[src/rtl/mem_port_arbiter_pkg.sv]
// Shared types and constants for the memory port arbiter.
// Holds the memory command struct, the bus geometry and the arbiter state enum.
package mem_port_arbiter_pkg;

    localparam int DATA_WIDTH = 8;
    localparam int BANDWIDTH  = 4;
    localparam int ADDR_WIDTH = 11;
    localparam int WORD_WIDTH = BANDWIDTH * DATA_WIDTH;

    // One memory command as issued by a requester or presented on the shared port.
    typedef struct packed {
        logic                  read;
        logic                  write;
        logic [ADDR_WIDTH-1:0] address;
        logic [WORD_WIDTH-1:0] writedata;
    } mem_t;

    // IDLE: nobody owns the port.  OWNED: exactly one grant bit is set.
    typedef enum logic {
        IDLE  = 1'b0,
        OWNED = 1'b1
    } arb_state_t;

    // Width of a requester index; never zero so a single requester still works.
    function automatic int ptr_width(input int n);
        return (n > 1) ? $clog2(n) : 1;
    endfunction

    // A simultaneous read+write is treated as a write only: the read is dropped
    // so no read data is ever expected for that cycle.
    function automatic mem_t drop_colliding_read(input mem_t cmd);
        mem_t c;
        c = cmd;
        if (c.read && c.write) begin
            c.read = 1'b0;
        end
        return c;
    endfunction

endpackage

[src/rtl/mem_port_arbiter_if.sv]
// Bundle of the requester-side and memory-side signals of the arbiter.
// slave modport: the arbiter.  master modport: requesters plus memory model.
// Handshake: a requester holds req (and lock for a burst) until it sees its
// gnt bit; each cycle with gnt and req both high is one transfer.  Read data
// is flagged by rvalid one cycle after the read transfer.
interface mem_port_arbiter_if
    import mem_port_arbiter_pkg::*;
#(
    parameter int NUM_REQ = 3
);

    logic [NUM_REQ-1:0]    req;
    logic [NUM_REQ-1:0]    lock;
    mem_t [NUM_REQ-1:0]    req_mem;
    logic [NUM_REQ-1:0]    gnt;
    logic [NUM_REQ-1:0]    rvalid;
    mem_t                  port_mem;
    logic [WORD_WIDTH-1:0] port_readdata;
    logic [WORD_WIDTH-1:0] readdata;
    logic                  busy;
    logic                  timeout;
    arb_state_t            state;     // debug view of the arbiter FSM

    modport slave (
        input  req, lock, req_mem, port_readdata,
        output gnt, rvalid, port_mem, readdata, busy, timeout, state
    );

    modport master (
        output req, lock, req_mem, port_readdata,
        input  gnt, rvalid, port_mem, readdata, busy, timeout, state
    );

endinterface

[src/rtl/mem_port_arbiter_rr_pick.sv]
// Round-robin picker: first eligible requester at or above ptr, with wrap-around.
// Requesters set in exclude are skipped (used to pass over the releasing owner).
module rr_pick
    import mem_port_arbiter_pkg::*;
#(
    parameter int NUM_REQ = 3,
    localparam int PW     = ptr_width(NUM_REQ)
) (
    input  logic [NUM_REQ-1:0] req,
    input  logic [PW-1:0]      ptr,
    input  logic [NUM_REQ-1:0] exclude,
    output logic [NUM_REQ-1:0] pick,
    output logic               valid
);

    logic [NUM_REQ-1:0] eligible;
    logic [PW:0]        sum;
    logic [PW-1:0]      idx;

    // Walk the requesters starting at ptr and take the first eligible one.
    always_comb begin
        eligible = req & ~exclude;
        pick     = '0;
        valid    = 1'b0;
        sum      = '0;
        idx      = '0;
        for (int i = 0; i < NUM_REQ; i++) begin
            sum = {1'b0, ptr} + (PW+1)'(i);
            if (sum >= (PW+1)'(NUM_REQ)) begin
                sum = sum - (PW+1)'(NUM_REQ);
            end
            idx = sum[PW-1:0];
            if (!valid && eligible[idx]) begin
                pick[idx] = 1'b1;
                valid     = 1'b1;
            end
        end
    end

endmodule

[src/rtl/mem_port_arbiter.sv]
// Round-robin arbiter sharing one memory port among NUM_REQ requesters.
// Grants are registered (one cycle latency), a requester may hold the port
// across a burst with lock, and read data validity follows the issuing
// requester one cycle after the read.
// Optional feature: define ARB_TIMEOUT_EN to force-release a lock held for
// MAX_HOLD cycles, pulsing timeout for one cycle.
module mem_port_arbiter
    import mem_port_arbiter_pkg::*;
#(
    parameter int NUM_REQ  = 3,
    parameter int MAX_HOLD = 256
) (
    input  logic                clock,
    input  logic                reset_n,
    mem_port_arbiter_if.slave   bus
);

    localparam int PW = ptr_width(NUM_REQ);

    if (MAX_HOLD < 1) begin : g_bad_max_hold
        $error("mem_port_arbiter: MAX_HOLD must be at least 1");
    end

    arb_state_t         state_q, state_d;
    logic [NUM_REQ-1:0] gnt_q, gnt_d;
    logic [NUM_REQ-1:0] rvalid_q, rvalid_d;
    logic [PW-1:0]      rr_ptr_q, rr_ptr_d;
    logic               timeout_q, timeout_d;

    logic [PW-1:0]      owner_idx;
    logic [PW-1:0]      next_ptr;
    logic               owner_req;
    logic               owner_lock;
    mem_t               owner_cmd;
    mem_t               port_cmd;
    logic               transfer;
    logic               release_gnt;
    logic               hold_expired;

    logic [PW-1:0]      pick_ptr;
    logic [NUM_REQ-1:0] pick_excl;
    logic [NUM_REQ-1:0] pick;
    logic               pick_valid;

    // Decode the current owner: its index, request, lock and command.
    always_comb begin
        owner_idx  = '0;
        owner_req  = 1'b0;
        owner_lock = 1'b0;
        owner_cmd  = '0;
        for (int i = 0; i < NUM_REQ; i++) begin
            if (gnt_q[i]) begin
                owner_idx  = PW'(i);
                owner_req  = bus.req[i];
                owner_lock = bus.lock[i];
                owner_cmd  = bus.req_mem[i];
            end
        end
    end

    assign next_ptr = (owner_idx == PW'(NUM_REQ - 1)) ? '0 : owner_idx + PW'(1);

    // Only the owner's command reaches the port, and only while it requests.
    assign transfer = (state_q == OWNED) && owner_req;
    assign port_cmd = transfer ? drop_colliding_read(owner_cmd) : '0;

`ifdef ARB_TIMEOUT_EN
    localparam int HW = $clog2(MAX_HOLD + 1);

    logic [HW-1:0] hold_cnt_q, hold_cnt_d;

    assign hold_expired = transfer && owner_lock && (hold_cnt_q == HW'(MAX_HOLD - 1));

    // Count locked owner cycles; any release or idle period clears the count.
    always_comb begin
        hold_cnt_d = hold_cnt_q;
        if ((state_q == IDLE) || release_gnt) begin
            hold_cnt_d = '0;
        end else if (owner_lock) begin
            hold_cnt_d = hold_cnt_q + HW'(1);
        end
    end

    // Hold counter register.
    always_ff @(posedge clock or negedge reset_n) begin
        if (!reset_n) begin
            hold_cnt_q <= '0;
        end else begin
            hold_cnt_q <= hold_cnt_d;
        end
    end
`else
    assign hold_expired = 1'b0;
`endif

    // The grant is given up on a non-locked transfer, a dropped request or a lock timeout.
    assign release_gnt = (state_q == OWNED) && (!owner_req || !owner_lock || hold_expired);

    // On release the search restarts just above the owner and skips it.
    assign pick_ptr  = (state_q == OWNED) ? next_ptr : rr_ptr_q;
    assign pick_excl = (state_q == OWNED) ? gnt_q : '0;

    rr_pick #(
        .NUM_REQ (NUM_REQ)
    ) u_rr_pick (
        .req     (bus.req),
        .ptr     (pick_ptr),
        .exclude (pick_excl),
        .pick    (pick),
        .valid   (pick_valid)
    );

    // Next-state logic: grant, pointer, read tracking and timeout pulse.
    always_comb begin
        state_d   = state_q;
        gnt_d     = gnt_q;
        rr_ptr_d  = rr_ptr_q;
        timeout_d = 1'b0;
        rvalid_d  = port_cmd.read ? gnt_q : '0;
        case (state_q)
            IDLE: begin
                if (pick_valid) begin
                    state_d = OWNED;
                    gnt_d   = pick;
                end
            end
            OWNED: begin
                if (release_gnt) begin
                    rr_ptr_d  = next_ptr;
                    timeout_d = hold_expired;
                    if (pick_valid) begin
                        gnt_d = pick;
                    end else begin
                        state_d = IDLE;
                        gnt_d   = '0;
                    end
                end
            end
            default: begin
                state_d = IDLE;
                gnt_d   = '0;
            end
        endcase
    end

    // Arbiter state registers; reset drops any transfer in flight.
    always_ff @(posedge clock or negedge reset_n) begin
        if (!reset_n) begin
            state_q   <= IDLE;
            gnt_q     <= '0;
            rvalid_q  <= '0;
            rr_ptr_q  <= '0;
            timeout_q <= 1'b0;
        end else begin
            state_q   <= state_d;
            gnt_q     <= gnt_d;
            rvalid_q  <= rvalid_d;
            rr_ptr_q  <= rr_ptr_d;
            timeout_q <= timeout_d;
        end
    end

    assign bus.gnt      = gnt_q;
    assign bus.rvalid   = rvalid_q;
    assign bus.port_mem = port_cmd;
    assign bus.readdata = bus.port_readdata;
    assign bus.busy     = |gnt_q;
    assign bus.timeout  = timeout_q;
    assign bus.state    = state_q;

endmodule

[src/flat_wrapper.sv]
// flat-port wrapper written by rule: the top's interface ports become plain ports
module mem_port_arbiter_flat import mem_port_arbiter_pkg::*;
#(
    parameter int NUM_REQ  = 3,
    parameter int MAX_HOLD = 256
)
  (clock, reset_n, bus_req, bus_lock, bus_req_mem, bus_port_readdata, bus_gnt, bus_rvalid, bus_port_mem, bus_readdata, bus_busy, bus_timeout, bus_state);
  mem_port_arbiter_if #(.NUM_REQ(NUM_REQ)) bus_i ();
  input  logic clock;
  input  logic reset_n;
  input wire logic [$bits(bus_i.req)-1:0] bus_req;
  input wire logic [$bits(bus_i.lock)-1:0] bus_lock;
  input wire logic [$bits(bus_i.req_mem)-1:0] bus_req_mem;
  input wire logic [$bits(bus_i.port_readdata)-1:0] bus_port_readdata;
  output wire logic [$bits(bus_i.gnt)-1:0] bus_gnt;
  output wire logic [$bits(bus_i.rvalid)-1:0] bus_rvalid;
  output wire logic [$bits(bus_i.port_mem)-1:0] bus_port_mem;
  output wire logic [$bits(bus_i.readdata)-1:0] bus_readdata;
  output wire logic [$bits(bus_i.busy)-1:0] bus_busy;
  output wire logic [$bits(bus_i.timeout)-1:0] bus_timeout;
  output wire logic [$bits(bus_i.state)-1:0] bus_state;
  assign bus_i.req = bus_req;
  assign bus_i.lock = bus_lock;
  assign bus_i.req_mem = bus_req_mem;
  assign bus_i.port_readdata = bus_port_readdata;
  assign bus_gnt = bus_i.gnt;
  assign bus_rvalid = bus_i.rvalid;
  assign bus_port_mem = bus_i.port_mem;
  assign bus_readdata = bus_i.readdata;
  assign bus_busy = bus_i.busy;
  assign bus_timeout = bus_i.timeout;
  assign bus_state = bus_i.state;
  mem_port_arbiter #(.NUM_REQ(NUM_REQ), .MAX_HOLD(MAX_HOLD)) u_core (.clock(clock), .reset_n(reset_n), .bus(bus_i));
endmodule
[config.mk]
export PLATFORM = sky130hd
export DESIGN_NAME = mem_port_arbiter_flat
export DESIGN_NICKNAME = d
export VERILOG_FILES = /design/src/rtl/mem_port_arbiter_pkg.sv /design/src/rtl/mem_port_arbiter_if.sv /design/src/rtl/mem_port_arbiter_rr_pick.sv /design/src/rtl/mem_port_arbiter.sv /design/src/flat_wrapper.sv
export SDC_FILE = /design/constraint.sdc
export NUM_CORES = 1
export LEC_CHECK = 0
export ABC_AREA = 0
export CAP_MARGIN = 0
export CORE_AREA = 3 3 100 102
export CTS_CLUSTER_DIAMETER = 40
export DETAILED_ROUTE_END_ITERATION = 8
export DIE_AREA = 0 0 103 105
export DONT_BUFFER_PORTS = 1
export GPL_TIMING_DRIVEN = 0
export HOLD_SLACK_MARGIN = 0.15
export PLACE_DENSITY_LB_ADDON = 0.1
export SETUP_SLACK_MARGIN = 0.4
export SYNTH_ARGS = -nofsm -noshare
export SYNTH_HDL_FRONTEND = slang
export SYNTH_SLANG_ARGS = --single-unit
export TNS_END_PERCENT = 1
[constraint.sdc]
create_clock -name clock -period 4.6 [get_ports clock]
set_input_delay 0.46 -clock clock [delete_from_list [all_inputs] [get_ports clock]]
set_output_delay 0.46 -clock clock [all_outputs]
set_load 0.05 [all_outputs]
Word-level counts from Yosys, hierarchy flattened --
Index checks and enable logic that the tools add are counted.
Word-level totals: input bits 175, output and inout port bits 86, bits in registers 9, latch bits 0, RAM bits 0, bits in read-only memories 0, memories 0
Cells by class: div/mod/pow operators 0, magnitude comparators 9, shift-type cells 0, muxes and demuxes 45, eq/ne operators 3, reductions and logical operators 16, add/subtract/negate cells 6, bitwise logic cells 5, $mul 0
Operator list (count):
- 2-to-1 mux 45 bit | 4
- 2-to-1 mux 3 bit | 8
- 2-to-1 mux 1 bit | 19
- 2-to-1 mux 2 bit | 6
- < comparator 2 x 3 -> 1 bit, second input constant | 3
- logical AND 1 bit | 8
- binary-select mux 1 bit (select 2 bit) | 3
- demux 1 bit (select 2 bit) | 3
- greater-or-equal comparator 2 x 1 -> 1 bit, second input constant | 3
- greater-or-equal comparator 3 x 2 -> 1 bit, second input constant | 2
- OR 3 bit | 2
- one-hot mux 3 bit (2 select lines) | 1
- subtractor 2 bit, second input constant | 3
- zero test 1 bit | 4
- AND reduction 2 bit | 2
- adder 2 x 1 -> 3 bit, second input constant | 1
- adder 2 x 2 -> 3 bit, second input constant | 1
- bitwise AND 3 bit | 1
- inverter 3 bit | 1
- OR reduction 3 bit | 1
- adder 2 x 1 -> 2 bit, second input constant | 1
- == test 2 bit, second input constant | 1
- greater-or-equal comparator 2 bit, second input constant | 1
- != test 2 x 1 -> 1 bit, second input constant | 1
- 4 further kinds | 4

Depth between registers and ports, before layout --
Gate-level depths: netlist of run 1.
depth after elaboration 19, depth in mapped cells 13, depth with buffers taken out 10

Cells and area by module --
A second synthesis of run 1 with hierarchy kept.
Unflattened totals: cells, all modules 294, area total of the unflattened synthesis 2173.3 um^2
By module, submodules not included:
- mem_port_arbiter | area each 1854.3 um^2, instances 1, cells each 252, seq. area each 225.2 um^2
- rr_pick | area each 319.1 um^2, instances 1, cells each 42, seq. area each 0.0 um^2

Worst setup path before layout of run 1 --
Ideal clock, no wire load.
path type register to output, start register u_core.gnt_q[1] (netlist: u_core.bus.gnt[1]), end output port bus_port_mem[44], cell stages (with the launch flop) 7, required time 4.140 ns, slack 0.895 ns, buffers on the path 2, arrival 3.245 ns, cells stage by stage dfrtp_1 buf_2 nor2b_1 clkbuf_1 a22oi_1 o21ai_0 a2111oi_1
On the way: cells in the longest elaborated chain, start to end 5, elaborated cells on any way between the ends 8, classes of those cells mux: 6; reduce/logical: 2
RTL lines:
- start: declaration | RTL line mem_port_arbiter.sv:25 | logic [NUM_REQ-1:0] gnt_q, gnt_d;
- start signal: assignment | RTL line mem_port_arbiter.sv:156 | gnt_q <= gnt_d;
- 2-to-1 mux 45 bit (2 in a row) | RTL line mem_port_arbiter.sv:52 | if (gnt_q[i]) begin
- logical AND 1 bit | RTL line mem_port_arbiter_pkg.sv:34 | if (c.read && c.write) begin
- 2-to-1 mux 1 bit | RTL line mem_port_arbiter_pkg.sv:34
- 2-to-1 mux 45 bit (*) | RTL line mem_port_arbiter.sv:65 | assign port_cmd = transfer ? drop_colliding_read(owner_cmd) : '0;
- end: declaration | RTL line flat_wrapper.sv:17 | output wire logic [$bits(bus_i.port_mem)-1:0] bus_port_mem;
Mark *: on every way between the ends. The rest lies on a longest branch, timed or not.

Worst setup path in the final report of run 1 --
start register u_core.gnt_q[2] (netlist: u_core.bus.gnt[2]), end register u_core.gnt_q[1] (netlist: u_core.bus.gnt[1])
On the way: cells in the longest elaborated chain, start to end 18, elaborated cells on any way between the ends 65, classes of those cells add/sub: 6; order compare: 9; eq/ne: 3; mux: 31; bitwise: 4; reduce/logical: 12
RTL lines:
- 2-to-1 mux 2 bit | RTL line mem_port_arbiter.sv:52
- adder 2 x 1 -> 2 bit or == test 2 bit (tied branches) | RTL line mem_port_arbiter.sv:61 | assign next_ptr = (owner_idx == PW'(NUM_REQ - 1)) ? '0 : owner_idx + PW'(1);
- 2-to-1 mux 2 bit | RTL line mem_port_arbiter.sv:61
- 2-to-1 mux 2 bit | RTL line mem_port_arbiter.sv:100 | assign pick_ptr = (state_q == OWNED) ? next_ptr : rr_ptr_q;
- adder 2 x 1 -> 3 bit (tied with other cells) | RTL line mem_port_arbiter_rr_pick.sv:28 | sum = {1'b0, ptr} + (PW+1)'(i);
- greater-or-equal comparator 3 x 2 -> 1 bit (tied with other cells) | RTL line mem_port_arbiter_rr_pick.sv:29 | if (sum >= (PW+1)'(NUM_REQ)) begin
- 2-to-1 mux 2 bit (tied with other cells) | RTL line mem_port_arbiter_rr_pick.sv:29
- < comparator 2 x 3 -> 1 bit (implied by the code) (tied with other cells) | RTL line mem_port_arbiter_rr_pick.sv:34 | pick[idx] = 1'b1;
- [2 not listed]
- demux 1 bit (select 2 bit) (tied with other cells) | RTL line mem_port_arbiter_rr_pick.sv:34
- OR 3 bit (no line) or 2-to-1 mux 1 bit (tied branches)
- 2-to-1 mux 3 bit or zero test 1 bit (tied branches) | RTL line mem_port_arbiter_rr_pick.sv:33 | if (!valid && eligible[idx]) begin
- OR 3 bit (no line) or logical AND 1 bit (tied branches)
- 2-to-1 mux 3 bit or 2-to-1 mux 1 bit (tied branches) | RTL line mem_port_arbiter_rr_pick.sv:33
- 2-to-1 mux 3 bit | RTL line mem_port_arbiter.sv:131 | if (pick_valid) begin
- 2-to-1 mux 3 bit | RTL line mem_port_arbiter.sv:128 | if (release_gnt) begin
- one-hot mux 3 bit (2 select lines) | RTL line mem_port_arbiter.sv:120 | case (state_q)
Several ways; a longest one is shown, not always the timed one. The select of a mux whose other input is x is not followed. A chain may end at the register's enable or synchronous reset.

==> key figures, run 1 <==
Routing
  – ANT nets after route: 0
  – Vias per cell: ~5.8
  – Drt wl/cell: about 23 um
  – WL final: 9.304 mm
  – Vias: between 2000 and 2500
  – DRT iter0 DRCs: 123
  – DR DRC count: 0
  – DRT Pass-1 Iters: 4

Die
  – Chip Width: 103 um
  – FP Rows: 35
  – Core ar.: 9196 um^2
  – Die height: 105 um
  – Initial core utilization: 21.92%
  – Die footprint: 10820 um^2
  – I/O Pins: approximately 260

Yosys
  – Predominant post-synthesis flop cell: dfrtp_1
  – Avg Synthesized Cell Area: 6.999 um^2
  – FFs w/ async S/R, synth: 100.0%
  – Sequential element share of the synthesized area: 11.17%
  – Synth area leaders: a221o_1 21%, buf_4 12%, o21ai_0 11%, dfrtp_1 11%, nor2_1 8.9%
  – Yosys top cell area share: 21.35%
  – Unique masters post-synth: 39
  – Yosys warns: 0
  – Area of the mapped netlist: 2016 um^2
  – Leading area contributor after synthesis: a221o_1
  – Post-synth EDFFs: 0
  – Synthesized instance count: 288
  – Synth Register Bits: 9
  – Syn nets: 467

Critical path
  – CP max FO: 10
  – Cell Chain, Critical Path: clkbuf_2 > buf_2 > clkbuf_2 > nor2_1 > mux2i_1 > ha_1 > mux2_2 > a21oi_1 > mux2_2 > a211oi_1 > o22ai_1
  – Slowest cell delay on critical path: 0.57 ns
  – Slowest CP cell: dfrtp_2
  – Type of element launching the critical path: flip-flop
  – Setup crit end kind: flip-flop
  – Setup CP Type: reg -> reg
  – R2R setup slack: 0.93 ns
  – CP required: between 4 and 5 ns
  – Critical path arrival: roughly 3.8 ns

Pwr
  – Total power: 0.001647 W
  – Register share of total power: 10.4%
  – Worst VDD drop: ~0.00023 V
  – Int Pwr: 0.0005759 W
  – Psw: ~0.0011 W
  – Sw frac: approximately 65%
  – Lkg Pwr: about 0.84 nW
  – PD cells: 736.3 nW/um^2
  – Clk pwr share: 5.5%
  – Comb pwr share: 84.1%

Final layout
  – Synthesis-to-finish area growth: 10.99%
  – Ant. Diodes: 0
  – Fraction of layout cells with a size suffix above 1: between 20% and 30%
  – Final nets: 475
  – Final instance area: between 2000 and 2500 um^2

Clock tree
  – CTS buffer count: 3
  – Clock Path Buffers: 2
  – Clock transition at the registers of the reported paths: 0.05 ns
  – Worst skew pair latency: 0.23 ns
  – TritonCTS clock tree: yes
  – H-tree levels: 1
  – Root buffer cell: clkbuf_8
  – Clock sink count: 9

STA
  – Period utilization: 79.75%
  – Slew Viols, Final: 0
  – Worst Skew: 0.002722 ns
  – # setup viols final: 0
  – Setup TNS after final layout: 0 ns
  – RSZ-0062 raised after global routing: false
  – Max Clock Freq: 272.6 MHz
  – Max transition margin: 34.45%
  – Final min period: 3.668 ns
  – Worst Tran Pin Value: 0.9812 ns
  – Final hold violation count: 0

GRT
  – Pin count of the biggest net entering global routing: 11
  – GRT overflow: 0
  – Total Routing Usage GR: ~15%
  – Global-route wire length before repair: around 13 mm
  – Initial antenna violation count: 0
  – Vias in the first global route: 2292

Job
  – Max_cap viols: 0

Min path
  – Min-Delay Path Class: reg -> reg

Place
  – Routability Congestion: 0.7506
  – Number of buffers added on ports: 0
  – Area after DPL: 2171 um^2
  – Hpwl dp: 7.751 mm

Status
  – Status: complete, no violations
## registers in the layout (all words and copies together), names as in the netlist
register,cells
u_core.bus.gnt,3
u_core.bus.rvalid,3
u_core.bus.state,1
u_core.rr_ptr_q,2
## cell usage in the layout, fill, tap and decap left out, drive strengths merged
cell type / n
mux2: 6
o32ai: 1
a22oi: 1
conb: 1
inv: 9
a2111oi: 1
o22ai: 3
clkinv: 1
or4: 1
o2111ai: 3
o21ai: 46
o311ai: 1
a22o: 1
dfrtp: 9
and2: 4
ha: 4
nor3: 1
a221o: 43
a21oi: 5
o2bb2ai: 1
a221oi: 3
nor2: 48
nand2b: 2
and3b: 1
a21bo: 3
a21boi: 2
or3: 2
clkbuf: 27
dlygate4sd3: 1
nand2: 4
nor2b: 5
a31oi: 1
o211ai: 3
or3b: 1
o31ai: 3
buf: 41
mux2i: 2
a211oi: 1
nand3: 3
## power groups by stage
stage / clock, W / combinational [W] / sequential [W]
detailed placement: 0 / 0.00139 / 0.000173
CTS: 0.0000936 / 0.00140 / 0.000172
finish: 0.0000909 / 0.00138 / 0.000171
floorplan: 0 / 0.00115 / 0.000163
global placement: 0 / 0.00139 / 0.000172
global route: 0.000101 / 0.00154 / 0.000176
## per-layer routing
layer	GRT usage [%]	part of all wire, %	vias to the layer above
met5	0	0	-
met4	1.203	0.39	0
met3	2.737	8.1	4
met2	27.96	53	141
met1	19.44	39	1138
li1	-	-	1064
## synth_stat cells (all sizes together) (2+ instances only)
| library cell | number |
|---|---|
| a221o | 43 |
| a21boi | 2 |
| nor2 | 48 |
| ha | 4 |
| o2111ai | 3 |
| clkbuf | 23 |
| a221oi | 3 |
| a21bo | 3 |
| nand2b | 2 |
| mux2i | 2 |
| and2 | 4 |
| nor2b | 5 |
| o22ai | 3 |
| or3 | 2 |
| nand3 | 3 |
| buf | 40 |
| a21oi | 5 |
| nand2 | 4 |
| inv | 9 |
| o31ai | 3 |
| o21ai | 46 |
| dfrtp | 9 |
| o211ai | 3 |
| mux2 | 6 |
## final cells by class
class                   instances  area, um^2
fillers                      1066        6959
clock buffers                   3       41.29
flip-flops and latches          9       227.7
plain buffers                  63       370.4
inverters                       9       33.78
repair buffers                  3       21.27
multi-input cells             207        1399
well taps                     111       138.9
clock inverters                 1       5.005
## stage by stage
stage | worst slack (ns) | util, % | instances | hold slack, ns
after floorplan | 0.8948 | - | 288 | 0.1644
after global placement | -0.06257 | 23.43 | 399 | 0.1647
after detailed placement | -0.07559 | 23.61 | 401 | 0.1647
after CTS | 0.4155 | 24.27 | 406 | 0.5096
after global routing | 0.5936 | 24.33 | 406 | 0.5345
final | 0.9317 | 24.33 | 406 | 0.5104
## worst max-delay path: cells and delay by family, from the launching register on
family,cells,cell delay (ns)
buffers and inverters,3,0.88
AND/OR/NAND/NOR,1,0.11
multiplexers,3,1.00
adder cells (fa/ha/maj),1,0.23
flip-flops,1,0.57
AO/OA/AOI/OAI,3,0.73
## worst paths after layout
path,startpoint,to,cells after the start
max in group asynchronous,reset_n,u_core.bus.gnt[2]$_DFFE_PN0P_,1
min in group asynchronous,reset_n,u_core.bus.rvalid[1]$_DFF_PN0_,1
worst max register to register,u_core.bus.gnt[2]$_DFFE_PN0P_,u_core.bus.gnt[1]$_DFFE_PN0P_,11
worst min register to register,u_core.rr_ptr_q[1]$_DFFE_PN0P_,u_core.rr_ptr_q[1]$_DFFE_PN0P_,1
worst min-delay path,u_core.rr_ptr_q[1]$_DFFE_PN0P_,u_core.rr_ptr_q[1]$_DFFE_PN0P_,1
worst max-delay path,u_core.bus.gnt[2]$_DFFE_PN0P_,u_core.bus.gnt[1]$_DFFE_PN0P_,11
## cell families after synthesis
kind of cell	share of synthesized area, %
buffers and inverters	19.68
AO/OA/AOI/OAI	46.18
adder cells (fa/ha/maj)	2.483
multiplexers	4.345
flip-flops	11.17
other	0.1860
AND/OR/NAND/NOR	15.95
## repair_timing
item | CTS | global route
setup buffers | 0 | 0
hold buffers | 1 | 0
endpoints found under the hold margin | 9 | 0
setup endpoints to repair | 3 | 3
resized for setup | 4 | 6
No activity file was read; power rests on OpenSTA's default activity.
==> inputs of run 2 (changes only) <==
==> constraint.sdc (replaced) <==
create_clock -name clock -period 3.14 [get_ports clock]
set_input_delay 0.314 -clock clock [delete_from_list [all_inputs] [get_ports clock]]
set_output_delay 0.314 -clock clock [all_outputs]
set_load 0.05 [all_outputs]
==> run 2 against run 1 <==
  * Core utilization rose by 7.7 points
  * Largest power group unchanged
  * Worst setup slack got worse by 0.56 ns
  * Cell count rose by 3.7%
  * Clock skew barely moved
  * Critical path depth rose by 1
  * Non-clock buffer count rose by 15
  * Power rose by 97%
  * Combinational power rose by 110%
==> key figures, run 2 (synthesis gave the netlist of run 1 again) <==
Final layout
  – Final nets: slightly below 500
  – Fraction of layout cells with a size suffix above 1: 47.42%
  – Synthesis-to-finish area growth: 46.00%
  – Most frequent cells in the layout: 54 x buf_4, 46 x o21ai_0, 43 x a221o_1, 41 x nor2_4, 11 x clkbuf_1
  – Commonest non-fill, non-tap cell in the layout: buf_4
  – Ant. Diodes: 0

Job
  – Max_cap viols: 0

Routing
  – DRT Pass-1 Iters: 4
  – DR DRC count: 0
  – ANT nets after route: 0
  – Drt wl/cell: around 23 um
  – DRT iter0 DRCs: around 130
  – Vias: 2436
  – Vias per cell: 5.786
  – WL final: 9.645 mm

Die
  – FP Rows: 35
  – Initial core utilization: 21.92%
  – I/O Pins: roughly 260
  – Core ar.: 9196 um^2
  – Die footprint: 10820 um^2
  – Chip Width: approximately 100 um
  – Die height: 105 um

Critical path
  – Reg-to-reg startpoint: u_core.bus.gnt[2]$_DFFE_PN0P_
  – Reg2reg end: u_core.bus.gnt[1]$_DFFE_PN0P_
  – Slowest cell delay on critical path: 0.58 ns
  – Setup CP Type: reg -> reg
  – Setup crit end kind: flip-flop
  – Type of element launching the critical path: flip-flop
  – Setup crit start: u_core.bus.gnt[2]$_DFFE_PN0P_
  – CP required: 3.24 ns
  – Critical path arrival: 2.87 ns
  – Slowest CP cell: dfrtp_4
  – Worst path bufs/invs: 4
  – Instance count on the critical path: 12
  – Cell Chain, Critical Path: clkbuf_16 > buf_12 > buf_8 > nor2_4 > mux2i_4 > ha_2 > clkbuf_8 > mux2i_4 > a21oi_4 > mux2_4 > a211oi_4 > o22ai_1
  – Top Family by Delay on Critical Path: multiplexers
  – R2R setup slack: around 0.37 ns
  – Crit path top cell by count: mux2i_4
  – Worst Reg-to-Reg Cells: 12
  – CP max FO: 10
  – Capture point of the worst path: u_core.bus.gnt[1]$_DFFE_PN0P_

GRT
  – GRT overflow: 0
  – Vias in the first global route: ~2300
  – Pin count of the biggest net entering global routing: 11
  – Initial antenna violation count: 1
  – Total Routing Usage GR: 15.16%
  – Global-route wire length before repair: 12.84 mm

Min path
  – Min-Delay Path Class: in -> async

Pwr
  – PD cells: between 1000 and 1500 nW/um^2
  – Clk pwr share: 4.1%
  – Sw frac: 60.63%
  – Total power: 0.003245 W
  – Lkg Pwr: 1.009 nW
  – Psw: 0.001968 W
  – Comb pwr share: 87.9%
  – Register share of total power: slightly above 8%
  – Int Pwr: 0.001278 W
  – Worst VDD drop: 0.0003923 V

Place
  – Routability Congestion: 0.7749
  – Number of buffers added on ports: 0
  – Hpwl dp: 7.794 mm

STA
  – RSZ-0062 raised after global routing: true
  – Worst Tran Pin Value: 0.9224 ns
  – Max Clock Freq: 361.4 MHz
  – Worst Skew: around 0.0027 ns
  – Slew Viols, Final: 0
  – Setup TNS after final layout: 0 ns
  – Period utilization: 88.11%
  – # setup viols final: 0
  – Final hold violation count: 0
  – Max transition margin: 38.51%
  – Final min period: 2.767 ns

Clock tree
  – Clock Path Buffers: 2
  – Clock transition at the registers of the reported paths: 0.04 ns
  – Root buffer cell: clkbuf_8
  – Worst skew pair latency: about 0.23 ns
  – H-tree levels: 1
  – TritonCTS clock tree: yes
  – CTS buffer count: 3
  – Clock sink count: 9

Status
  – Status: complete, no violations
## run 2: changes by cell type in the layout (fill, tap and decap cells not counted), sizes merged
cell / previous run / this run
buf: 41 / 60
clkbuf: 27 / 24
clkinv: 1 / 0
## run 2: per-stage QoR
step	cell area (um^2)	instances	util (%)	worst slack, ns	hold slack [ns]
finish	2943	421	32.00	0.3733	0.4514
global route	2943	421	32.00	0.2834	0.4781
CTS	2623	413	28.52	0.2959	0.4596
detailed placement	2235	399	24.30	-0.09850	0.01866
global placement	2222	399	24.16	-0.1425	0.01868
floorplan	2083	288	-	0.3883	0.01841
## run 2: how the worst min path moves through the flow
stage / slack [ns] / endpoint / cells past startpoint
after floorplan: 0.02 / u_core.bus.gnt[0]$_DFFE_PN0P_ / 0
after global placement: 0.02 / u_core.rr_ptr_q[0]$_DFFE_PN0P_ / 0
after detailed placement: 0.02 / u_core.rr_ptr_q[0]$_DFFE_PN0P_ / 0
after CTS: 0.46 / u_core.bus.rvalid[1]$_DFF_PN0_ / 1
after global routing: 0.48 / u_core.rr_ptr_q[1]$_DFFE_PN0P_ / 1
final: 0.45 / u_core.bus.rvalid[1]$_DFF_PN0_ / 1
## run 2: layout make-up
type | count | area (um^2)
Fill cell | 989 | 6254
Multi-Input combinational cell | 207 | 1852
Buffer | 63 | 505.5
Sequential cell | 9 | 232.7
Tap cell | 111 | 138.9
Timing Repair Buffer | 18 | 135.1
Clock buffer | 4 | 45.04
Inverter | 9 | 33.78
## run 2: timing repair
action                                  CTS  global route
setup buffers                             9             7
endpoints found under the setup margin   52            48
hold buffers                              1             0
cloned                                    0             1
gates resized for setup                  76            72
hold endpoints to repair                  9             0
pin swaps                                 6             9
## run 2: routing by layer
metal	routed length, um	GRT usage (%)	share of wire [%]	up-vias
li1	-	-	-	1113
met1	3601	17.83	37	1173
met2	5073	28.00	53	144
met3	940	4.539	9.7	4
met4	13	0.5550	0.13	2
met5	16	0	0.17	-
## run 2: power groups by stage
| stage | Combinational [W] | Sequential, W | Clock, W |
|---|---|---|---|
| finish | 0.00285 | 0.000262 | 0.000132 |
| detailed placement | 0.00208 | 0.000259 | 0 |
| global route | 0.00305 | 0.000267 | 0.000148 |
| global placement | 0.00208 | 0.000258 | 0 |
| floorplan | 0.00175 | 0.000243 | 0 |
| CTS | 0.00245 | 0.000262 | 0.000135 |
## run 2: worst register-to-register path, cell delays in order, from the launching register on
cell,delay (ns)
dfrtp_4,0.58
clkbuf_16,0.19
buf_12,0.13
buf_8,0.12
nor2_4,0.12
mux2i_4,0.10
ha_2,0.21
clkbuf_8,0.17
mux2i_4,0.20
a21oi_4,0.15
mux2_4,0.33
a211oi_4,0.23
o22ai_1,0.11
